### src/rtl/imem_loader.sv
`default_nettype none
// ============================================================================
//  Module   : imem_loader
//  Purpose  : Write-side loader for the byte-addressed, little-endian
//             instruction memory. It accepts 32-bit words over a valid/ready
//             stream and writes each word as four consecutive bytes, least
//             significant byte first, starting at a programmable base address.
//             It tracks the byte count and flags a sticky overflow when a
//             session would run past the end of memory.
//  Ports    : clk, reset (sync, active-low)
//             start, base_addr         - session control (sampled in IDLE)
//             word_valid/data/last     - upstream word stream
//             word_ready               - word accepted this cycle
//             mem_we/addr/wdata        - byte write port to instruction memory
//             busy, done, overflow     - session status
//             bytes_written            - bytes written in current/last session
//  Revision : 1.0 - initial release
// ============================================================================
module imem_loader #(
   parameter int DEPTH = 80,
   parameter int AW    = 7
) (
   input  logic          clk,
   input  logic          reset,
   input  logic          start,
   input  logic [AW-1:0] base_addr,
   input  logic          word_valid,
   input  logic [31:0]   word_data,
   input  logic          word_last,
   output logic          word_ready,
   output logic          mem_we,
   output logic [AW-1:0] mem_addr,
   output logic [7:0]    mem_wdata,
   output logic          busy,
   output logic          done,
   output logic          overflow,
   output logic [AW:0]   bytes_written
);

   localparam logic [2:0] c_idle   = 3'd0;
   localparam logic [2:0] c_accept = 3'd1;
   localparam logic [2:0] c_write  = 3'd2;
   localparam logic [2:0] c_done   = 3'd3;
   localparam logic [2:0] c_error  = 3'd4;

   // Highest pointer at which a whole word still fits (ptr+3 <= DEPTH-1).
   // The pointer carries one extra bit so that it can reach DEPTH even when
   // DEPTH == 2**AW without wrapping back into range. Assumes DEPTH >= 4.
   localparam logic [AW:0] c_last_start = (AW+1)'(DEPTH - 4);

   logic [2:0]  state_q, state_d;
   logic [AW:0] ptr_q, ptr_d;
   logic [AW:0] bytes_q, bytes_d;
   logic        ovf_q, ovf_d;
   logic [31:0] word_q, word_d;
   logic        last_q, last_d;
   logic [1:0]  k_q, k_d;

   logic        w_no_room;
   logic        w_in_write;
   logic [7:0]  w_byte;

   assign w_no_room  = (ptr_q > c_last_start);
   assign w_in_write = (state_q == c_write);
   assign w_byte     = word_q[{k_q, 3'b000} +: 8];

   always_comb begin
      state_d = state_q;
      ptr_d   = ptr_q;
      bytes_d = bytes_q;
      ovf_d   = ovf_q;
      word_d  = word_q;
      last_d  = last_q;
      k_d     = k_q;
      case (state_q)
         c_idle: begin
            if (start) begin
               ptr_d   = {1'b0, base_addr};
               bytes_d = '0;
               ovf_d   = 1'b0;
               state_d = c_accept;
            end
         end
         c_accept: begin
            // The room check takes priority so no word is ever taken that
            // could not be written completely.
            if (w_no_room) begin
               state_d = c_error;
            end else if (word_valid) begin
               word_d  = word_data;
               last_d  = word_last;
               k_d     = 2'd0;
               state_d = c_write;
            end
         end
         c_write: begin
            ptr_d   = ptr_q + 1'b1;
            bytes_d = bytes_q + 1'b1;
            k_d     = k_q + 2'd1;
            if (k_q == 2'd3) begin
               state_d = last_q ? c_done : c_accept;
            end
         end
         c_done: begin
            state_d = c_idle;
         end
         c_error: begin
            ovf_d   = 1'b1;
            state_d = c_idle;
         end
         default: begin
            state_d = c_idle;
         end
      endcase
   end

   always_ff @(posedge clk) begin
      if (!reset) begin
         state_q <= c_idle;
         ptr_q   <= '0;
         bytes_q <= '0;
         ovf_q   <= 1'b0;
         word_q  <= '0;
         last_q  <= 1'b0;
         k_q     <= 2'd0;
      end else begin
         state_q <= state_d;
         ptr_q   <= ptr_d;
         bytes_q <= bytes_d;
         ovf_q   <= ovf_d;
         word_q  <= word_d;
         last_q  <= last_d;
         k_q     <= k_d;
      end
   end

   // All outputs decode registered state only; nothing from word_* reaches
   // the memory port combinationally.
   assign word_ready    = (state_q == c_accept) && !w_no_room;
   assign mem_we        = w_in_write;
   assign mem_addr      = w_in_write ? ptr_q[AW-1:0] : '0;
   assign mem_wdata     = w_in_write ? w_byte : 8'h00;
   assign busy          = (state_q != c_idle);
   assign done          = (state_q == c_done);
   assign overflow      = ovf_q;
   assign bytes_written = bytes_q;

endmodule
`default_nettype wire

### config.mk
export PLATFORM = sky130hd
export DESIGN_NAME = imem_loader
export DESIGN_NICKNAME = d
export VERILOG_FILES = /design/src/rtl/imem_loader.sv
export SDC_FILE = /design/constraint.sdc
export NUM_CORES = 1
export LEC_CHECK = 0
export ABC_CLOCK_PERIOD_IN_PS = 2250
export CAP_MARGIN = 25
export CORE_ASPECT_RATIO = 1.2
export CORE_MARGIN = 2
export CORE_UTILIZATION = 48
export CTS_CLUSTER_SIZE = 28
export DETAILED_ROUTE_END_ITERATION = 16
export PLACE_DENSITY_LB_ADDON = 0.3
export SLEW_MARGIN = 25
export SYNTH_ARGS = -nofsm -noshare
export SYNTH_HDL_FRONTEND = slang
export SYNTH_SLANG_ARGS = --single-unit
export TNS_END_PERCENT = 100
### constraint.sdc
create_clock -name clk -period 2.25 [get_ports clk]
set_input_delay 0.45 -clock clk [delete_from_list [all_inputs] [get_ports clk]]
set_output_delay 0.45 -clock clk [all_outputs]
set_load 0.005 [all_outputs]
# ---- Yosys cells after proc, flatten, opt, wreduce, memory -nomap -nowiden
# Cells that the tools add are included.
# Widths: inputs -> output; s select.
dict set report word_totals {
  reg_bits 55
  wordCells 52
}
dict set report op_classes {
  add_sub_neg 3
  n_lt_le_gt_ge 1
  eq_ne 10
  n_shift 1
  mux 17
  bitwise 1
  n_reduce_logical 12
}
# operator n
set op_table {}
lappend op_table {{$pmux 8 s2} 2}
lappend op_table {{$shiftx 32x6->8} 1}
lappend op_table {{$mux 8} 3}
lappend op_table {{$add 8x1->8 const B} 2}
lappend op_table {{$mux 3} 4}
lappend op_table {{$pmux 3 s3} 1}
lappend op_table {{$reduce_and 3->1} 3}
lappend op_table {{$gt 8x7->1 const B} 1}
lappend op_table {{$mux 7} 1}
lappend op_table {{$eq 3x2->1 const B} 2}
lappend op_table {{$mux 2} 3}
lappend op_table {{$ne 2x2->1 const B} 3}
lappend op_table {{$reduce_bool 2->1} 3}
lappend op_table {{$pmux 2 s2} 1}
lappend op_table {{$reduce_and 2->1} 2}
lappend op_table {{$eq 3x1->1 const B} 1}
lappend op_table {{$eq 3x3->1 const B} 1}
lappend op_table {{$logic_not 3->1} 1}
lappend op_table {{$ne 3x3->1 const B} 1}
lappend op_table {{$reduce_bool 3->1} 1}
lappend op_table {{$add 2x1->2 const B} 1}
lappend op_table {{$eq 2x2->1 const B} 1}
lappend op_table {{$ne 2x1->1 const B} 1}
lappend op_table {{$pmux 1 s2} 1}
lappend op_table {{other kinds (4)} 4}

# ---- Depth between registers and ports, before layout
dict set report depth {
  depth_word 3
  mapped_depth 7
  ltp_nobuf 6
}

# ---- Worst setup path after synthesis
# No wires, ideal clock.
dict set report synth_timing {
  path_kind {register -> output}
  from {register k_q[0]}
  to {output mem_wdata[0]}
  t_arrival_ps 1496
  setup_slack_ps 304
  stages_incl_launch_ff 4
  path_cell_list {dfxtp_1 clkbuf_1 mux4_2 and2_1}
}
dict set report synth_between {
  elab_chain_cells 2
}
# element line_no
set synth_lines {}
lappend synth_lines {{start, declared} 57} ;# logic [1:0] k_q, k_d;
lappend synth_lines {{start signal, assigned} 133} ;# k_q <= k_d;
lappend synth_lines {{$shiftx 32x6->8} 65} ;# assign w_byte = word_q[{k_q, 3'b000} +: 8];
lappend synth_lines {{$mux 8} 142} ;# assign mem_wdata = w_in_write ? w_byte : 8'h00;
lappend synth_lines {{end, declared} 33} ;# output logic [7:0] mem_wdata,
# Every way passes these cells.

# ---- Worst setup path after layout
dict set report layout_timing {
  from {register k_q[0]}
  to {output mem_wdata[2]}
}
# Same word-level chain as after synthesis.

==> results.yml <==
setup_path:
  crit_path_end_kind: "output port"
  crit_fanout: 4
  worstPathArrival_ns: 1.72
  cp_common_cell: "buf_6"
  crit_slowest_cell: "mux4_2"
  crit_type: "reg2out"
  worst_setup_path_start_kind: "flop"
  slowest_delay_ns: 0.50
  path_cells: "buf_6, buf_6, mux4_2, and2_4, clkdlybuf4s15_1"
  cp_data_required_time_ns: 1.80
yosys:
  yosysTopAreaCellShare: 0.425
  yosys_register_bits: 55
  yosysMostFrequentCell: "dfxtp_1"
  synthTopCellsByCount: "dfxtp_1 (55), nor2_1 (54), mux2i_1 (33), nand2_1 (17), and2_1 (11)"
  synth_nets: 325
  synthTopCellsByArea: "dfxtp_1 (43%), mux2i_1 (13%), nor2_1 (7.8%)"
  synth_top_area_cell: "dfxtp_1"
  synthCells: 277
  synth.distinct_cells: 43
  syn_avg_cell_area_um2: 9.35
  yosysSeqAreaShare: 0.425
  synth_area_mm2: 0.00259
  synth_edf_count: 0
  synthFlopType: "dfxtp_1"
  synthArstFlopShare: 0
  synth_warnings: 0
layout:
  fillers: 394
  area_growth_pct: 43.9
  nNetsFinal: 416
  antennaDiodeCount: 0
  final_layout_size_suffix_gt1_frac: 0.168
  utilization: 0.708
global_routing:
  grt_remaining_overflow: 0
  antenna_found_initial: 0
  grt_pass1_vias: 2234
  grt_max_degree: 34
  track_usage: 0.217
  grt_first_pass_wirelength_um: 10400
sta:
  whs_ns: 0.501
  finalMaxSlewViolations: 0
  finalCriticalPeriod_ns: 2.17
  tightest_slew_ns: 0.351
  slew_headroom: 0.765
  setup_viol: 0
  fmax_ghz: 0.460
  fin_skew_ns: 0.0142
  finalCritPeriodShare: 0.966
  worst_slack_ns: 0.0755
  hold_viol: 0
floorplan:
  dieArea_mm2: 0.00600
  fp.dieW_um: 71.0
  io_pins: 72
  initial_utilization: 0.492
  fp.dieH_um: 84.4
  core_mm2: 0.00526
  std_cell_rows: 29
place:
  dp_slack_ns: 0.139
  gp_congestion: 0.824
  dpl.hpwl_um: 4340
  io_buffers: 71
clocking:
  cts.path.max_buffers: 2
  cts_tree: "yes"
  cts_inserted_buffers: 5
  cts_root_buffer: "clkbuf_8"
  clkSinkCount: 55
  clk_latency_ns: 0.31
  clk_pin_slew_ns: 0.09
  h-tree-depth: 2
power:
  cellPowerDensity_mw_per_mm2: 734
  p_leak_nw: 1.78
  ir_drop_v: 0.000429
run_status:
  status: "complete, no violations"
hold_path:
  hp-class: "reg2reg"
route:
  drt_pass1_iterations: 4
  viasPerCell: 5.46
  via_count: 2352
  detail-route-antenna-nets: 0
  drc: 0
  first_iter_violations: 114
  wirelength_um: 6450
  wl_per_cell_um: 15.0
job:
  cap_viol_max_count: 0
==> sequential cells by signal, indices dropped and copies added, names as in the netlist <==
name,count
overflow,1
word_q,32
k_q,2
bytes_written,8
state_q,3
ptr_q,8
last_q,1
==> per-layer routing <==
| metal | wire, um | up-vias | global-route usage |
|---|---|---|---|
| met5 | 0 | - | 0 |
| met4 | 148 | 0 | 0.0875 |
| met3 | 321 | 13 | 0.0444 |
| met2 | 3270 | 84 | 0.368 |
| met1 | 2710 | 1089 | 0.268 |
| li1 | - | 1166 | - |
==> final cells by class <==
class / instances / area (um^2) / share of cell area
Clock buffer: 7 / 76.3 / 0.0205
Clock inverter: 1 / 5.00 / 0.00134
Inverter: 7 / 31.3 / 0.00840
Multi-Input combinational cell: 198 / 1420 / 0.382
Sequential cell: 55 / 1110 / 0.297
Tap cell: 62 / 77.6 / 0.0208
Timing Repair Buffer: 100 / 1000 / 0.268
Timing Repair inverter: 1 / 5.00 / 0.00134
==> layout by cell type (no fill, tap or decap), types with 3 or more instances in the layout <==
| master | Yosys | layout |
|---|---|---|
| clkdlybuf4s50_1 | 0 | 55 |
| nor2_1 | 54 | 54 |
| dfxtp_1 | 55 | 51 |
| mux2i_1 | 33 | 33 |
| buf_4 | 0 | 18 |
| nand2_1 | 17 | 17 |
| a21oi_1 | 9 | 9 |
| mux4_2 | 8 | 8 |
| buf_6 | 0 | 8 |
| and2_1 | 11 | 6 |
| dlymetal6s2s_1 | 0 | 6 |
| inv_1 | 5 | 5 |
| and2_4 | 0 | 5 |
| nand4_1 | 5 | 5 |
| nand3_1 | 6 | 5 |
| a22oi_1 | 5 | 5 |
| o21ai_0 | 6 | 5 |
| clkbuf_8 | 0 | 5 |
| dlygate4sd2_1 | 0 | 5 |
| clkdlybuf4s15_1 | 0 | 5 |
| and3_1 | 4 | 4 |
| ha_1 | 4 | 4 |
| dfxtp_2 | 0 | 4 |
| a311oi_1 | 3 | 3 |
==> cells by family (layout without fill, tap and decap cells) <==
logic type | count (synthesis) | after routing | share of synthesized area
buffers and inverters | 24 | 116 | 0.0382
adder cells (fa/ha/maj) | 4 | 4 | 0.0193
flip-flops | 55 | 55 | 0.425
XOR/XNOR | 1 | 1 | 0.00338
AO/OA/AOI/OAI | 35 | 35 | 0.0918
AND/OR/NAND/NOR | 115 | 115 | 0.216
multiplexers | 43 | 43 | 0.206
==> timing repair <==
item                       CTS  global route
gates cloned                 1             0
setup endpoints to repair   16            11
resized for setup           25            22
hold buffers                 0             0
pin swaps                    2             7
buffers inserted            10             2
==> worst paths after layout <==
| path | start | to | slack (ns) | depth (start not counted) |
|---|---|---|---|---|
| setup reg to reg | state_q[2]$_SDFFE_PN0P_ | bytes_written[7]$_SDFFE_PN0P_ | 0.26 | 6 |
| hold reg to reg | word_q[30]$_SDFFE_PN0P_ | word_q[30]$_SDFFE_PN0P_ | 0.50 | 2 |
| setup / recovery | k_q[0]$_SDFFE_PN0P_ | mem_wdata[2] | 0.08 | 5 |
| hold / removal | word_q[30]$_SDFFE_PN0P_ | word_q[30]$_SDFFE_PN0P_ | 0.50 | 2 |
==> worst max-delay path: cells and delay by family, from the launching register on <==
family        cells  cell delay (ns)
mux               1             0.50
buf+inv           3             0.41
simple gates      1             0.15
flops             1             0.35
==> stage by stage <==
| stage | std cells | total power [mW] | TNS [ns] | area [um^2] |
|---|---|---|---|---|
| final | 431 | 2.74 | 0 | 3720 |
| after floorplan | 277 | 1.68 | 0 | 2590 |
| after global placement | 410 | 2.04 | 0 | 3440 |
| after global routing | 431 | 2.90 | -0.00468 | 3720 |
| after detailed placement | 410 | 2.05 | 0 | 3440 |
| after CTS | 429 | 2.69 | -0.00735 | 3640 |
==> where the power goes <==
part	leakage, nW	switching [mW]	internal (mW)
combinational	1.28	0.479	0.569
sequential	0.449	0.0738	1.08
clock	0.0422	0.314	0.220
total	1.78	0.867	1.87
(Power assumes the default switching activity.)
